<file path="src/rtl/seg7_pkg.sv">
// +----------------------------------------------------------------------+
// | seg7_pkg: segment bit positions and hex-to-segment lookup table.     |
// | Rev 1.0                                                              |
// +----------------------------------------------------------------------+
`default_nettype none

package seg7_pkg;

  localparam int SEG_A  = 7;
  localparam int SEG_B  = 6;
  localparam int SEG_C  = 5;
  localparam int SEG_D  = 4;
  localparam int SEG_E  = 3;
  localparam int SEG_F  = 2;
  localparam int SEG_G  = 1;
  localparam int SEG_DP = 0;

  localparam logic [7:0] SEG_BLANK = 8'h00;

  // Active-high patterns, entry 0 rightmost; point bit is always clear here.
  localparam logic [15:0][7:0] SEG_HEX_TABLE = {
    8'h8E, 8'h9E, 8'h7A, 8'h9C,   // F E d C
    8'h3E, 8'hEE, 8'hF6, 8'hFE,   // b A 9 8
    8'hE0, 8'hBE, 8'hB6, 8'h66,   // 7 6 5 4
    8'hF2, 8'hDA, 8'h60, 8'hFC    // 3 2 1 0
  };

endpackage

`default_nettype wire

</file>
<file path="src/rtl/seg7_hex_decode.sv">
// +----------------------------------------------------------------------+
// | seg7_hex_decode: nibble + point + blank -> active-high segments.     |
// | Rev 1.0                                                              |
// +----------------------------------------------------------------------+
`default_nettype none

module seg7_hex_decode
  import seg7_pkg::*;
(
  input  logic [3:0] i_nibble,
  input  logic       i_dp,
  input  logic       i_blank,
  output logic [7:0] o_seg
);

  always_comb begin
    o_seg = SEG_BLANK;
    if (!i_blank) begin
      o_seg         = SEG_HEX_TABLE[i_nibble];
      o_seg[SEG_DP] = i_dp;
    end
  end

endmodule

`default_nettype wire

</file>
<file path="src/rtl/seg7_mux_driver.sv">
// +----------------------------------------------------------------------+
// | seg7_mux_driver: time-multiplexed DIGITS-wide seven-segment driver   |
// | with tear-free shadow load and per-slot anti-ghost guard interval.   |
// | Optional SEG_DIM_EN adds BRIGHT port and 16-step PWM dimming.        |
// | Rev 1.0                                                              |
// +----------------------------------------------------------------------+
`default_nettype none

module seg7_mux_driver
  import seg7_pkg::*;
#(
  parameter int DIGITS         = 4,
  parameter int CLK_HZ         = 50_000_000,
  parameter int SLOT_HZ        = 1000,
  parameter int GUARD          = 16,
  parameter int EN_ACTIVE_LOW  = 1,
  parameter int SEG_ACTIVE_LOW = 1
) (
  input  logic                  CLOCK_50,
  input  logic                  RESET,
  input  logic [4*DIGITS-1:0]   VALUE,
  input  logic [DIGITS-1:0]     DP,
  input  logic [DIGITS-1:0]     BLANK,
  input  logic                  LOAD,
`ifdef SEG_DIM_EN
  input  logic [3:0]            BRIGHT,
`endif
  output logic [DIGITS-1:0]     HEX_EN,
  output logic [7:0]            HEX_LED,
  output logic                  FRAME
);

  localparam int TICK_DIV = CLK_HZ / SLOT_HZ;
  localparam int CNT_W    = (TICK_DIV > 1) ? $clog2(TICK_DIV) : 1;
  localparam int IDX_W    = (DIGITS > 1) ? $clog2(DIGITS) : 1;

  localparam logic [CNT_W-1:0]  C_SLOT_LAST  = CNT_W'(TICK_DIV - 1);
  localparam logic [CNT_W-1:0]  C_SLOT_PRE   = CNT_W'(TICK_DIV - 2);
  localparam logic [CNT_W-1:0]  C_GUARD      = CNT_W'(GUARD);
  localparam logic [IDX_W-1:0]  C_DIGIT_LAST = IDX_W'(DIGITS - 1);
  localparam logic [DIGITS-1:0] C_EN_OFF     = (EN_ACTIVE_LOW != 0) ? {DIGITS{1'b1}} : {DIGITS{1'b0}};
  localparam logic [7:0]        C_SEG_OFF    = (SEG_ACTIVE_LOW != 0) ? 8'hFF : 8'h00;

  generate
    if (!(GUARD > 0 && GUARD < TICK_DIV)) begin : g_bad_guard
      $error("seg7_mux_driver: GUARD must satisfy 0 < GUARD < TICK_DIV");
    end
    if (DIGITS < 1 || DIGITS > 8) begin : g_bad_digits
      $error("seg7_mux_driver: DIGITS must be 1..8");
    end
  endgenerate

  logic [CNT_W-1:0]    r_slot_cnt;
  logic [IDX_W-1:0]    r_digit;
  logic                r_pending;
  logic [4*DIGITS-1:0] r_sh_value, r_act_value;
  logic [DIGITS-1:0]   r_sh_dp, r_act_dp;
  logic [DIGITS-1:0]   r_sh_blank, r_act_blank;
  logic [DIGITS-1:0]   r_hex_en;
  logic [7:0]          r_hex_led;
  logic                r_frame;

  logic                w_slot_wrap;
  logic                w_boundary;
  logic                w_pre_boundary;
  logic                w_dim_on;
  logic [DIGITS-1:0]   w_en_raw;
  logic [3:0]          w_nibble;
  logic [7:0]          w_seg;

  assign w_slot_wrap    = (r_slot_cnt == C_SLOT_LAST);
  assign w_boundary     = w_slot_wrap && (r_digit == C_DIGIT_LAST);
  // FRAME is registered one cycle early so it coincides with the boundary state.
  assign w_pre_boundary = (r_slot_cnt == C_SLOT_PRE) && (r_digit == C_DIGIT_LAST);

  always_ff @(posedge CLOCK_50) begin
    if (RESET) begin
      r_slot_cnt <= '0;
      r_digit    <= '0;
    end else if (w_slot_wrap) begin
      r_slot_cnt <= '0;
      r_digit    <= (r_digit == C_DIGIT_LAST) ? '0 : r_digit + 1'b1;
    end else begin
      r_slot_cnt <= r_slot_cnt + 1'b1;
    end
  end

  always_ff @(posedge CLOCK_50) begin
    if (RESET) begin
      r_pending   <= 1'b0;
      r_sh_value  <= '0;
      r_sh_dp     <= '0;
      r_sh_blank  <= '1;
      r_act_value <= '0;
      r_act_dp    <= '0;
      r_act_blank <= '1;
    end else begin
      if (LOAD) begin
        r_sh_value <= VALUE;
        r_sh_dp    <= DP;
        r_sh_blank <= BLANK;
      end
      if (w_boundary) begin
        r_pending <= 1'b0;
        if (LOAD) begin
          r_act_value <= VALUE;
          r_act_dp    <= DP;
          r_act_blank <= BLANK;
        end else if (r_pending) begin
          r_act_value <= r_sh_value;
          r_act_dp    <= r_sh_dp;
          r_act_blank <= r_sh_blank;
        end
      end else if (LOAD) begin
        r_pending <= 1'b1;
      end
    end
  end

`ifdef SEG_DIM_EN
  logic [3:0] r_pwm;

  always_ff @(posedge CLOCK_50) begin
    if (RESET) r_pwm <= 4'd0;
    else       r_pwm <= r_pwm + 4'd1;
  end

  assign w_dim_on = (r_pwm <= BRIGHT);
`else
  assign w_dim_on = 1'b1;
`endif

  assign w_en_raw = ((r_slot_cnt >= C_GUARD) && w_dim_on) ? (DIGITS'(1) << r_digit) : '0;
  assign w_nibble = r_act_value[{r_digit, 2'b00} +: 4];

  seg7_hex_decode u_decode (
    .i_nibble (w_nibble),
    .i_dp     (r_act_dp[r_digit]),
    .i_blank  (r_act_blank[r_digit]),
    .o_seg    (w_seg)
  );

  always_ff @(posedge CLOCK_50) begin
    if (RESET) begin
      r_hex_en  <= C_EN_OFF;
      r_hex_led <= C_SEG_OFF;
      r_frame   <= 1'b0;
    end else begin
      r_hex_en  <= w_en_raw ^ C_EN_OFF;
      r_hex_led <= w_seg ^ C_SEG_OFF;
      r_frame   <= w_pre_boundary;
    end
  end

  assign HEX_EN  = r_hex_en;
  assign HEX_LED = r_hex_led;
  assign FRAME   = r_frame;

endmodule

`default_nettype wire
</file>
<file path="config.mk">
export PLATFORM = sky130hd
export DESIGN_NAME = seg7_mux_driver
export DESIGN_NICKNAME = d
export VERILOG_FILES = /design/src/rtl/seg7_pkg.sv /design/src/rtl/seg7_hex_decode.sv /design/src/rtl/seg7_mux_driver.sv
export SDC_FILE = /design/constraint.sdc
export NUM_CORES = 1
export LEC_CHECK = 0
export BUFFER_PORTS_ARGS = -buffer_cell sky130_fd_sc_hd__buf_2
export CAP_MARGIN = 15
export CORE_MARGIN = 2
export CORE_UTILIZATION = 35
export DETAILED_ROUTE_END_ITERATION = 10
export SLEW_MARGIN = 5
export SYNTH_ARGS = -nofsm -noshare
export SYNTH_HDL_FRONTEND = slang
export SYNTH_SLANG_ARGS = --single-unit
export TNS_END_PERCENT = 10
</file>
<file path="constraint.sdc">
create_clock -name CLOCK_50 -period 3 [get_ports CLOCK_50]
set_clock_uncertainty 0.05 [all_clocks]
set_input_delay 0.6 -clock CLOCK_50 [delete_from_list [all_inputs] [get_ports CLOCK_50]]
set_output_delay 0.6 -clock CLOCK_50 [all_outputs]
set_load 0.005 [all_outputs]
</file>
==> results by group <==
Layout
  • Share of cells above drive strength 1: 0.2609
  • Post-Layout Cell Count: 501
  • Filler Cell Count: 946
  • Area Growth Syn to Fin: 14.22%
  • Most frequent cells in the layout: dfxtp_1 (80), nor2_1 (39), buf_2 (39), mux2_2 (25), nor2b_1 (24)
  • Antenna diodes: 0
  • Final Net Count: 403
  • Commonest non-fill, non-tap cell in the layout: dfxtp_1

Synthesis
  • Ys Warns: 0
  • Cells after synthesis: 328
  • Synthesized cell area: 0.003440 mm2
  • Ys async rst share: 0
  • Post-synth EDFFs: 0
  • Yosys cell types: 38
  • Post-Syn Nets: 368
  • Mean Syn Cell Area: 10.49 um2
  • Primary FF master, synth: dfxtp_1
  • #FFs+latches synth: 80
  • Register area share after synthesis: 0.4656

STA
  • Fin crit share: 0.8619
  • Max Fclk: 386.7 MHz
  • Final Max Tran Viols: 0
  • RSZ-0062 raised after global routing: no
  • Setup WS post-layout: 0.4143 ns
  • Clock period minus worst slack: around 2.6 ns
  • Slew Limit Headroom: 0.3615
  • Worst slew pin tran: about 0.96 ns
  • Setup TNS Final: 0 ns
  • Fin. Hold Viols: 0
  • Setup violators final: 0

GRT
  • Largest net degree at the start of global routing: 57
  • Gr usage total: 0.1210
  • Vias in the first global route: 2242
  • GRT Residual Overflow: 0
  • First-pass GRT wire length: 10050 um
  • Initial antenna violation count: 0

Route
  • Final antenna-violating net count: 0
  • Drt wl/cell: 11.81 um
  • DRT Wirelength: 5919 um
  • Iter 0 DRT Violations: 62
  • DRC viols: 0
  • DR vias: 2312
  • DR vias/cell: 4.615
  • First-pass DRT Iterations: 4

Clocking
  • CTS Buf Count: 9
  • Postcts setup bufs: 0
  • Clk slew on worst S/H paths: about 0.08 ns
  • Clk_lat worst skew: 0.34 ns
  • CTS Hold Bufs: 0
  • H-tree depth: 3
  • Clk sink count: 80
  • CTS tree: built
  • Clk buf depth: 2
  • CTS Root Cell: clkbuf_8
  • Post-CTS Resized: 0

Place
  • Port Buffer Count: 39
  • DP Worst Slack: 0.4263 ns
  • Cells after DPL: 485
  • HPWL Detailed: between 4000 and 5000 um
  • RePlAce Congestion: 0.8595

Status
  • Status: finished, final reports clean

Setup path
  • Critical path origin: r_slot_cnt[13]
  • Worst Setup End Kind: register
  • Reg2reg setup slack: between 0.4 and 0.5 ns
  • CP Class: reg -> reg
  • CP Launch Type: register
  • Reg2Reg Launch Point: r_slot_cnt[13]
  • Crit path to: r_act_value[8]
  • R2R depth: 5
  • End of the worst register-to-register path: r_act_value[8]
  • Critical Path Fanout Max: 24
  • Critical Path RT: 3.18 ns
  • Crit path arrival time: ~2.8 ns

Pwr
  • Lkg Pwr: 1.543 nW
  • Pwr Density: just under 500 mW/mm2
  • VDD IR max: ~230 uV

Floorplan
  • Num ports: 40
  • Die Wd: 103.1 um
  • Die Area: 0.01064 mm2
  • # rows: 36
  • Die Ht: 103.1 um
  • Initial core utilization: 0.3568
  • Core Region: 0.009639 mm2

Min path
  • Worst Hold Path Cells: 2
  • Min-Delay Path Class: in -> reg

Job
  • Max_cap viols: 0
-- cells in the mapped netlist, drive strengths merged (4+ instances only) --
cell    count  share of area
dfxtp      80           0.47
nor2       39          0.043
mux2       26          0.085
nor2b      24          0.044
mux2i      20          0.058
clkbuf     15          0.016
ha         13          0.047
nand2      13          0.014
nand3      12          0.017
inv         8         0.0087
xor2        8          0.020
mux4        7          0.046
nand4       6          0.011
a21oi       5         0.0073
or4         5          0.013
a211o       4          0.010
o211ai      4         0.0087
o21ai       4         0.0058
or2         4         0.0073
xnor2       4          0.010
-- flip-flops by register name (all words and copies together), names as in the netlist, 2 cells and up --
register	cells
r_sh_value	16
HEX_LED	8
r_digit	2
r_sh_dp	4
HEX_EN	4
r_slot_cnt	16
r_sh_blank	4
r_act_value	16
r_act_blank	4
r_act_dp	4
-- power by group --
part | internal, mW | switching [mW]
logic | 0.0382 | 0.0472
clock network | 0.380 | 0.371
registers | 1.08 | 0.00889
total | 1.50 | 0.427
-- worst max-delay path: stages, from the launching register on --
cell	delay, ns
dfxtp_1	0.34
or4_4	0.55
or4_4	0.58
nor4b_4	0.21
buf_4	0.34
mux2_2	0.38
-- metrics by stage --
| stage | cell area, um2 | util | power (mW) | hold slack, ns |
|---|---|---|---|---|
| 3_5_place_dp | 3741 | 0.3881 | 1.206 | 0.4218 |
| 3_3_place_gp | 3741 | 0.3881 | 1.205 | 0.4090 |
| 6_report | 3929 | 0.4076 | 1.930 | 0.4323 |
| 5_1_grt | 3929 | 0.4076 | 2.015 | 0.4230 |
| 4_1_cts | 3929 | 0.4076 | 1.956 | 0.4194 |
| 2_1_floorplan | 3440 | - | 1.175 | 0.3874 |
-- layer usage --
layer | vias to the layer above | GRT usage | share of wire
met2 | 32 | 0.2028 | 0.47
met1 | 1066 | 0.1439 | 0.47
met5 | - | 0 | 0
li1 | 1204 | - | -
met4 | 0 | 0.05162 | 0.017
met3 | 10 | 0.03661 | 0.036
-- cells by family after synthesis --
kind of cell,count (synthesis),share of synthesized area
flip-flops,80,0.4656
XOR/XNOR,12,0.03056
multiplexers,53,0.1892
adder cells (fa/ha/maj),13,0.04729
AND/OR/NAND/NOR,121,0.1892
buffers and inverters,26,0.03274
AO/OA/AOI/OAI,23,0.04547
-- layout make-up --
class | count | area (um2) | share of cell area
inverters | 8 | 30.03 | 0.007643
multi-input cells | 222 | 1725 | 0.4392
repair buffers | 42 | 217.7 | 0.05541
flip-flops and latches | 80 | 1602 | 0.4076
well taps | 133 | 166.4 | 0.04236
clock buffers | 10 | 127.6 | 0.03248
clock inverters | 6 | 60.06 | 0.01529
-- worst min path at each step --
stage / end / slack [ns] / start
floorplan: r_slot_cnt[0] / 0.39 / r_slot_cnt[0]
global placement: r_slot_cnt[0] / 0.41 / r_slot_cnt[0]
detailed placement: r_slot_cnt[0] / 0.42 / r_slot_cnt[0]
CTS: r_sh_blank[1] / 0.42 / BLANK[1]
global route: r_sh_blank[1] / 0.42 / BLANK[1]
finish: r_sh_blank[1] / 0.43 / BLANK[1]
No activity file was read; power rests on OpenSTA's default activity.
